[src/rtl/imem_loader.sv]
// Byte-stream loader for the word-addressed instruction RAM; holds the CPU in reset until a load completes.
// Optional XOR checksum of written words: define IMEM_LOADER_CHECKSUM_EN.
module imem_loader #(
    parameter int DEPTH = 64,
    parameter int AW    = 6
) (
    input  logic          clk,
    input  logic          reset,
    input  logic          start,
    input  logic          in_valid,
    input  logic [7:0]    in_data,
    input  logic          in_last,
    output logic          in_ready,
    output logic          done,
    output logic          error,
    output logic [AW:0]   words_loaded,
    output logic          cpu_reset,
    input  logic [AW-1:0] rd_addr,
    output logic [31:0]   rd_data,
    output logic [31:0]   checksum
);

    typedef enum logic [1:0] {
        IDLE,
        LOAD,
        DONE
    } state_t;

    state_t        state_q, state_d;
    logic [1:0]    bidx_q, bidx_d;
    logic [AW-1:0] waddr_q, waddr_d;
    logic [AW:0]   cnt_q, cnt_d;
    logic          err_q, err_d;
    logic [31:0]   asm_q, asm_d;

    logic [31:0]   mem [DEPTH];

    logic          accept;
    logic          wr_en;
    logic          last_slot;
    logic          load_start;
    logic [31:0]   wr_word;

    assign in_ready     = (state_q == LOAD);
    assign done         = (state_q == DONE);
    assign cpu_reset    = (state_q != DONE);
    assign error        = err_q;
    assign words_loaded = cnt_q;

    assign accept     = (state_q == LOAD) && in_valid;
    assign wr_en      = accept && ((bidx_q == 2'd3) || in_last);
    assign last_slot  = (waddr_q == AW'(DEPTH - 1));
    assign load_start = start && (state_q != LOAD);

    // Byte 0 clears the lower lanes, so a short final word is zero-filled.
    always_comb begin
        wr_word = asm_q;
        case (bidx_q)
            2'd0: wr_word = {in_data, 24'h0};
            2'd1: wr_word = {asm_q[31:24], in_data, 16'h0};
            2'd2: wr_word = {asm_q[31:16], in_data, 8'h0};
            2'd3: wr_word = {asm_q[31:8], in_data};
            default: wr_word = asm_q;
        endcase
    end

    always_comb begin
        state_d = state_q;
        bidx_d  = bidx_q;
        waddr_d = waddr_q;
        cnt_d   = cnt_q;
        err_d   = err_q;
        asm_d   = asm_q;
        case (state_q)
            IDLE, DONE: begin
                if (start) begin
                    state_d = LOAD;
                    bidx_d  = 2'd0;
                    waddr_d = '0;
                    cnt_d   = '0;
                    err_d   = 1'b0;
                end
            end
            LOAD: begin
                if (accept) begin
                    asm_d  = wr_word;
                    bidx_d = bidx_q + 2'd1;
                    if (wr_en) begin
                        bidx_d  = 2'd0;
                        waddr_d = waddr_q + 1'b1;
                        cnt_d   = cnt_q + 1'b1;
                        if (in_last) begin
                            err_d   = (bidx_q != 2'd3);
                            state_d = DONE;
                        end else if (last_slot) begin
                            state_d = DONE;
                        end
                    end
                end
            end
            default: state_d = IDLE;
        endcase
    end

    always_ff @(posedge clk or posedge reset) begin
        if (reset) begin
            state_q <= IDLE;
            bidx_q  <= 2'd0;
            waddr_q <= '0;
            cnt_q   <= '0;
            err_q   <= 1'b0;
            asm_q   <= '0;
        end else begin
            state_q <= state_d;
            bidx_q  <= bidx_d;
            waddr_q <= waddr_d;
            cnt_q   <= cnt_d;
            err_q   <= err_d;
            asm_q   <= asm_d;
        end
    end

    // RAM is not reset: words from an aborted load survive.
    always_ff @(posedge clk) begin
        if (wr_en) begin
            mem[waddr_q] <= wr_word;
        end
    end

    assign rd_data = mem[rd_addr];

`ifdef IMEM_LOADER_CHECKSUM_EN
    logic [31:0] chk_q, chk_d;

    always_comb begin
        chk_d = chk_q;
        if (load_start) begin
            chk_d = '0;
        end else if (wr_en) begin
            chk_d = chk_q ^ wr_word;
        end
    end

    always_ff @(posedge clk or posedge reset) begin
        if (reset) begin
            chk_q <= '0;
        end else begin
            chk_q <= chk_d;
        end
    end

    assign checksum = chk_q;
`else
    logic unused_start;
    assign unused_start = load_start;
    assign checksum     = 32'h0;
`endif

endmodule

[config.mk]
export PLATFORM = sky130hd
export DESIGN_NAME = imem_loader
export DESIGN_NICKNAME = d
export VERILOG_FILES = /design/src/rtl/imem_loader.sv
export SDC_FILE = /design/constraint.sdc
export NUM_CORES = 2
export LEC_CHECK = 0
export ABC_AREA = 1
export BUFFER_PORTS_ARGS = -buffer_cell sky130_fd_sc_hd__buf_2
export CAP_MARGIN = 20
export CORE_UTILIZATION = 40
export CTS_BUF_LIST = sky130_fd_sc_hd__clkbuf_8
export CTS_CLUSTER_DIAMETER = 120
export CTS_CLUSTER_SIZE = 40
export DETAILED_ROUTE_END_ITERATION = 6
export PLACE_DENSITY_LB_ADDON = 0.08
export SETUP_SLACK_MARGIN = 0.05
export SLEW_MARGIN = 15
export SYNTH_ARGS = -nofsm -noshare
export SYNTH_HDL_FRONTEND = slang
export SYNTH_SLANG_ARGS = --single-unit
[constraint.sdc]
create_clock -name clk -period 4.3 [get_ports clk]
set_input_delay 0.86 -clock clk [delete_from_list [all_inputs] [get_ports clk]]
set_output_delay 0.86 -clock clk [all_outputs]
set_load 0.02 [all_outputs]
=== Word level (Yosys, flattened, before mapping) ===
Memories as Yosys holds them, arrays and structs flattened.
Index checks and enable logic that the tools add are counted.

* Mux-type cells: 26
* Add/subtract/negate cells: 3
* Eq/ne operators: 13
* Reductions and logical operators: 12

{| class="wikitable"
|+ Operator list
! operator !! count
|-
| $pmux 32 s4 || 1
|-
| $mux 7 || 3
|-
| $mux 6 || 3
|-
| $mux 2 || 8
|-
| $pmux 7 s2 || 1
|-
| $pmux 6 s2 || 1
|-
| $ne 2x2->1 const B || 4
|-
| $pmux 2 s2 || 2
|-
| $reduce_and 4->1 || 2
|-
| $add 7x1->7 const B || 1
|-
| $add 6x1->6 const B || 1
|-
| $eq 2x2->1 const B || 3
|-
| $eq 6x6->1 const B || 1
|-
| $mux 1 || 6
|-
| $reduce_and 5->1 || 1
|-
| $eq 2x1->1 const B || 2
|-
| $logic_not 2->1 || 2
|-
| $ne 2x1->1 const B || 2
|-
| $ne 3x2->1 const B || 1
|-
| $reduce_and 3->1 || 1
|-
| $add 2x1->2 const B || 1
|-
| $logic_and 1x1->1 || 2
|-
| $pmux 1 s2 || 1
|-
| $reduce_and 2->1 || 1
|-
| other kinds (3) || 3
|}

* Output and inout bits: 75
* RAM bits: 2048
* Memories kept: 1
* Bits in registers: 50

{| class="wikitable"
|+ Memories
! name !! words !! bits a word !! rd ports !! clocked after Yosys merged registers in !! write ports !! RTL line !! RTL
|-
| mem || 64 || 32 || 1 || 0 || 1 || 36 || <nowiki>logic [31:0] mem [DEPTH];</nowiki>
|}

=== Depth between registers and ports, before layout ===
* Depth after elaboration: 6
* Gate-level depth with buffers: 13

=== Worst setup path before layout ===
OpenSTA, ideal clock, no wires.

* Path kind: input -> register
* Start: in in_valid
* End: mem mem[15][0] (enable)
* Data arrival time: 4.543 ns
* Setup slack: -0.744 ns
* Stages on the path: 6
* Cells stage by stage: inv_1 -> nor2_4 -> o21ai_1 -> inv_1 -> nand2_1 -> nor4_1

* Cells in the longest elaborated chain, start to end: 4

{| class="wikitable"
|+ Ends and longest elaborated chain
! item !! RTL line !! RTL
|-
| from (decl) || 10 || <nowiki>input logic in_valid,</nowiki>
|-
| $logic_and 1x1->1 || 50 || <nowiki>assign accept = (state_q == LOAD) && in_valid;</nowiki>
|-
| $logic_and 1x1->1 || 51 || <nowiki>assign wr_en = accept && ((bidx_q == 2'd3) || in_last);</nowiki>
|-
| $mux 1 || 125 || <nowiki>if (wr_en) begin</nowiki>
|-
| $mux 1 (not written as such) || 126 || <nowiki>mem[waddr_q] <= wr_word;</nowiki>
|-
| to (decl) || 36 ||
|}

Every way passes these cells.

=== Final worst setup path ===
* Start: in rd_addr[0]
* End: out rd_data[16]

* Cells in the longest elaborated chain, start to end: 1

{| class="wikitable"
|+ Ends and longest elaborated chain
! item !! RTL line !! RTL
|-
| from (decl) || 18 || <nowiki>input logic [AW-1:0] rd_addr,</nowiki>
|-
| $mem_v2 64x32 || - ||
|-
| to (decl) || 19 || <nowiki>output logic [31:0] rd_data,</nowiki>
|}

Every way passes these cells.

==> out/summary.json <==
{
  "yosys": {
    "async_flop_share_pct": 2.01,
    "synth_area_mm2": 0.0846,
    "synth.area.mux_share_pct": 0,
    "postSynth.topFlopCell": "edfxtp_1",
    "synth_compound_area_share_pct": 0.373,
    "synthSimpleGateAreaFrac_pct": 22.3,
    "yosys.area.top_type": "edfxtp_1",
    "synthXorXnorAreaFrac_pct": 0,
    "ys_seq_elements": 2090,
    "synth_area_per_cell_um2": 12.0,
    "synth_top_cell_area_share_pct": 72.7,
    "synth-adder-area-share_pct": 0.0888,
    "number_of_synthesized_flops_with_an_enable_pin": 2048,
    "yosys_warnings": 0,
    "post_synth_most_frequent_cells": "nand2_1, edfxtp_1, nand3_1",
    "syn_inst": 7064,
    "synth_top_family_by_area": "simple AND/OR/NAND/NOR gates",
    "yosys.cell_count.top_type": "nand2_1",
    "netlist-cell-type-count": 31,
    "seq_area_frac_synth_pct": 74.0,
    "synthTopCellsByArea": "edfxtp_1, nand3_1, nand2_1, buf_2, dfrtp_1"
  },
  "critical_path": {
    "timing.reg2reg.setup_slack_ps": 1090,
    "setup.worst_path.start_class": "input port",
    "critPathRequiredTime_ps": 3440,
    "worst-r2r-cell-count": 6,
    "cp.arrival_ps": 3410,
    "regToRegEndpoint": "mem[9][27]",
    "worstPathMaxFanout": 85,
    "worstSetupPathType": "in2out",
    "setup.worst_path.end_class": "output port",
    "worst_r2r_src": "bidx_q[1]"
  },
  "drt": {
    "vias_per_cell": 5.48,
    "post-route-drc-count": 0,
    "dr_total_vias": 54100,
    "drt_first_pass_iters": 6,
    "detailed_router_s_first_iteration_violation_count": 5771,
    "avgRoutedWirePerCell_um": 26.6,
    "wl_um": 263000,
    "detail_route_antenna_nets": 0
  },
  "cts": {
    "cts.htree.levels": 2,
    "post-cts-setup-buffers": 0,
    "clkSlewWorstSetupHoldPaths_ps": 240,
    "clk_path_buf_depth": 3,
    "tritoncts": "done",
    "clockRootBuffer": "clkbuf_8",
    "numCtsBuffers": 58,
    "clkLatencyLatePin_ps": 990,
    "cts.sinks": 2090
  },
  "sta": {
    "grt_setup_unrepaired": "no",
    "period_needed_ps": 4270,
    "setup_viol": 0,
    "skew_ps": 46.9,
    "max_clock_freq_ghz": 0.234,
    "layout_worst_path_cycle_share_pct": 99.2,
    "setup_total_negative_slack_ps": 0,
    "tightestPinTransition_ps": 991,
    "final_max_slew_violation_count": 0,
    "max_slew_margin_pct": 33.9,
    "final_hold_viol_count": 0
  },
  "flow_run": {
    "max_cap_violations": 0
  },
  "die": {
    "floorplan.die.width_um": 462,
    "rows": 168,
    "initial_core_util_pct": 40.3,
    "die_area_mm2": 0.213,
    "core_mm2": 0.210,
    "number_of_top_level_design_ports": 94,
    "die_y_um": 462
  },
  "grt": {
    "number_of_antenna_violations_at_the_first_check_in_global_routing": 6,
    "global_route.overflow_total": 0,
    "gr-usage-all-layers_pct": 24.5,
    "grt_first_pass_wirelength_um": 378000,
    "grt_max_degree": 110,
    "grt_pass1_vias": 51400
  },
  "worst_hold_path": {
    "whs_path_depth": 4,
    "worstHoldEndpoint": "words_loaded[1]",
    "hold_path_startpoint": "in_last",
    "timing.hold.worst.class": "in2reg"
  },
  "cells_and_area": {
    "post_layout_nonfiller_instances": 9878,
    "postLayoutCoreUtil_pct": 43.7,
    "drive_above_1_share_pct": 7.85,
    "final_cell_area_mm2": 0.0917,
    "final_nets": 7073,
    "nFillCells": 19600,
    "flow.area_growth_from_synthesis_pct": 8.40
  },
  "place": {
    "postPlaceCellArea_mm2": 0.0907,
    "numPlacedInstances": 9791,
    "place.port_buffers": 61,
    "detailed_place_hpwl_um": 145000,
    "routabilityCongestion": 0.806
  },
  "pwr": {
    "cellPowerDensity_mw_per_mm2": 380,
    "vdd_ir_drop_max_uv": 294,
    "static_leakage_nw": 32.1
  },
  "outcome": {
    "outcome": "finished, final reports clean"
  }
}
==> where the power goes <==
group | total (W) | leakage [nW] | internal (W) | switching, W
sequential | 0.0233 | 19.4 | 0.0233 | 0.0000941
combinational | 0.00444 | 12.2 | 0.00102 | 0.00342
clock | 0.00708 | 0.521 | 0.00131 | 0.00578
total | 0.0349 | 32.1 | 0.0256 | 0.00929
==> layer usage <==
layer	GRT usage, %	part of all wire, %
met4	5.28	2.1
met5	0	0
met3	2.02	5.0
met2	40.0	48
met1	35.6	45
==> through the flow <==
stage / power [W] / setup WS [ps] / hold slack (ps)
floorplan: 0.0262 / -718 / 450
CTS: 0.0351 / 64.9 / 139
detailed placement: 0.0282 / 66.5 / 468
finish: 0.0349 / 32.4 / 234
global route: 0.0360 / 58.9 / 194
global placement: 0.0282 / 89.7 / 463
==> flip-flops by register name (all words and copies together), names as in the netlist <==
register / flops
mem: 2048
state_q: 2
asm_q: 24
bidx_q: 2
waddr_q: 6
words_loaded: 7
error: 1
==> kinds of logic (layout without fill, tap and decap cells) <==
group	count (synthesis)	count (layout)
adder cells (fa/ha/maj)	6	6
other	1	39
flip-flops	2090	2090
AO/OA/AOI/OAI	60	60
AND/OR/NAND/NOR	4362	4362
buffers and inverters	545	516
==> layout make-up <==
| type | instances | area (µm²) | share of cell area [%] |
|---|---|---|---|
| flip-flops and latches | 2090 | 62600 | 68.2 |
| multi-input cells | 4460 | 20100 | 22.0 |
| repair buffers | 382 | 4280 | 4.67 |
| well taps | 2805 | 3510 | 3.83 |
| clock buffers | 61 | 840 | 0.916 |
| inverters | 56 | 248 | 0.270 |
| clock inverters | 17 | 82.6 | 0.0901 |
| diodes | 7 | 17.5 | 0.0191 |
==> how the worst max path moves through the flow <==
stage               cells past startpoint       start     endpoint
floorplan                               6    in_valid   mem[32][0]
global placement                       12  rd_addr[0]  rd_data[16]
detailed placement                     12  rd_addr[0]  rd_data[16]
CTS                                    12  rd_addr[0]  rd_data[16]
global route                           12  rd_addr[0]  rd_data[16]
finish                                 12  rd_addr[0]  rd_data[16]
==> worst max-delay path: stages <==
cell     delay [ps]
buf_8           170
inv_16          300
buf_16          350
nand2_1         100
nand3_1          90
nand3_1         100
nand3_1         300
nand3_1         210
nand2_1         110
nand2_1          80
nand2_1         310
buf_2           240
==> cell usage in the layout (no fill, tap or decap), drive strengths merged <==
cell,instances
nor4,4
clkbuf,61
nor2,85
buf,381
nand4,6
nand2,2335
ha,6
and3,1
edfxtp,2048
nor3,9
o22ai,7
a31oi,1
dfrtp,42
o21bai,1
o21a,1
dlygate4sd3,1
clkinv,5
inv,68
o21ai,42
conb,32
nand3,1922
diode,7
a21oi,8
==> what timing repair did <==
item | 4_1_cts | 5_1_grt
gates resized for setup | 0 | 1
endpoints found under the setup margin | 0 | 1
hold endpoints to repair | 3 | 0
hold buffers | 1 | 0
Power figures use the tool's default switching activity.
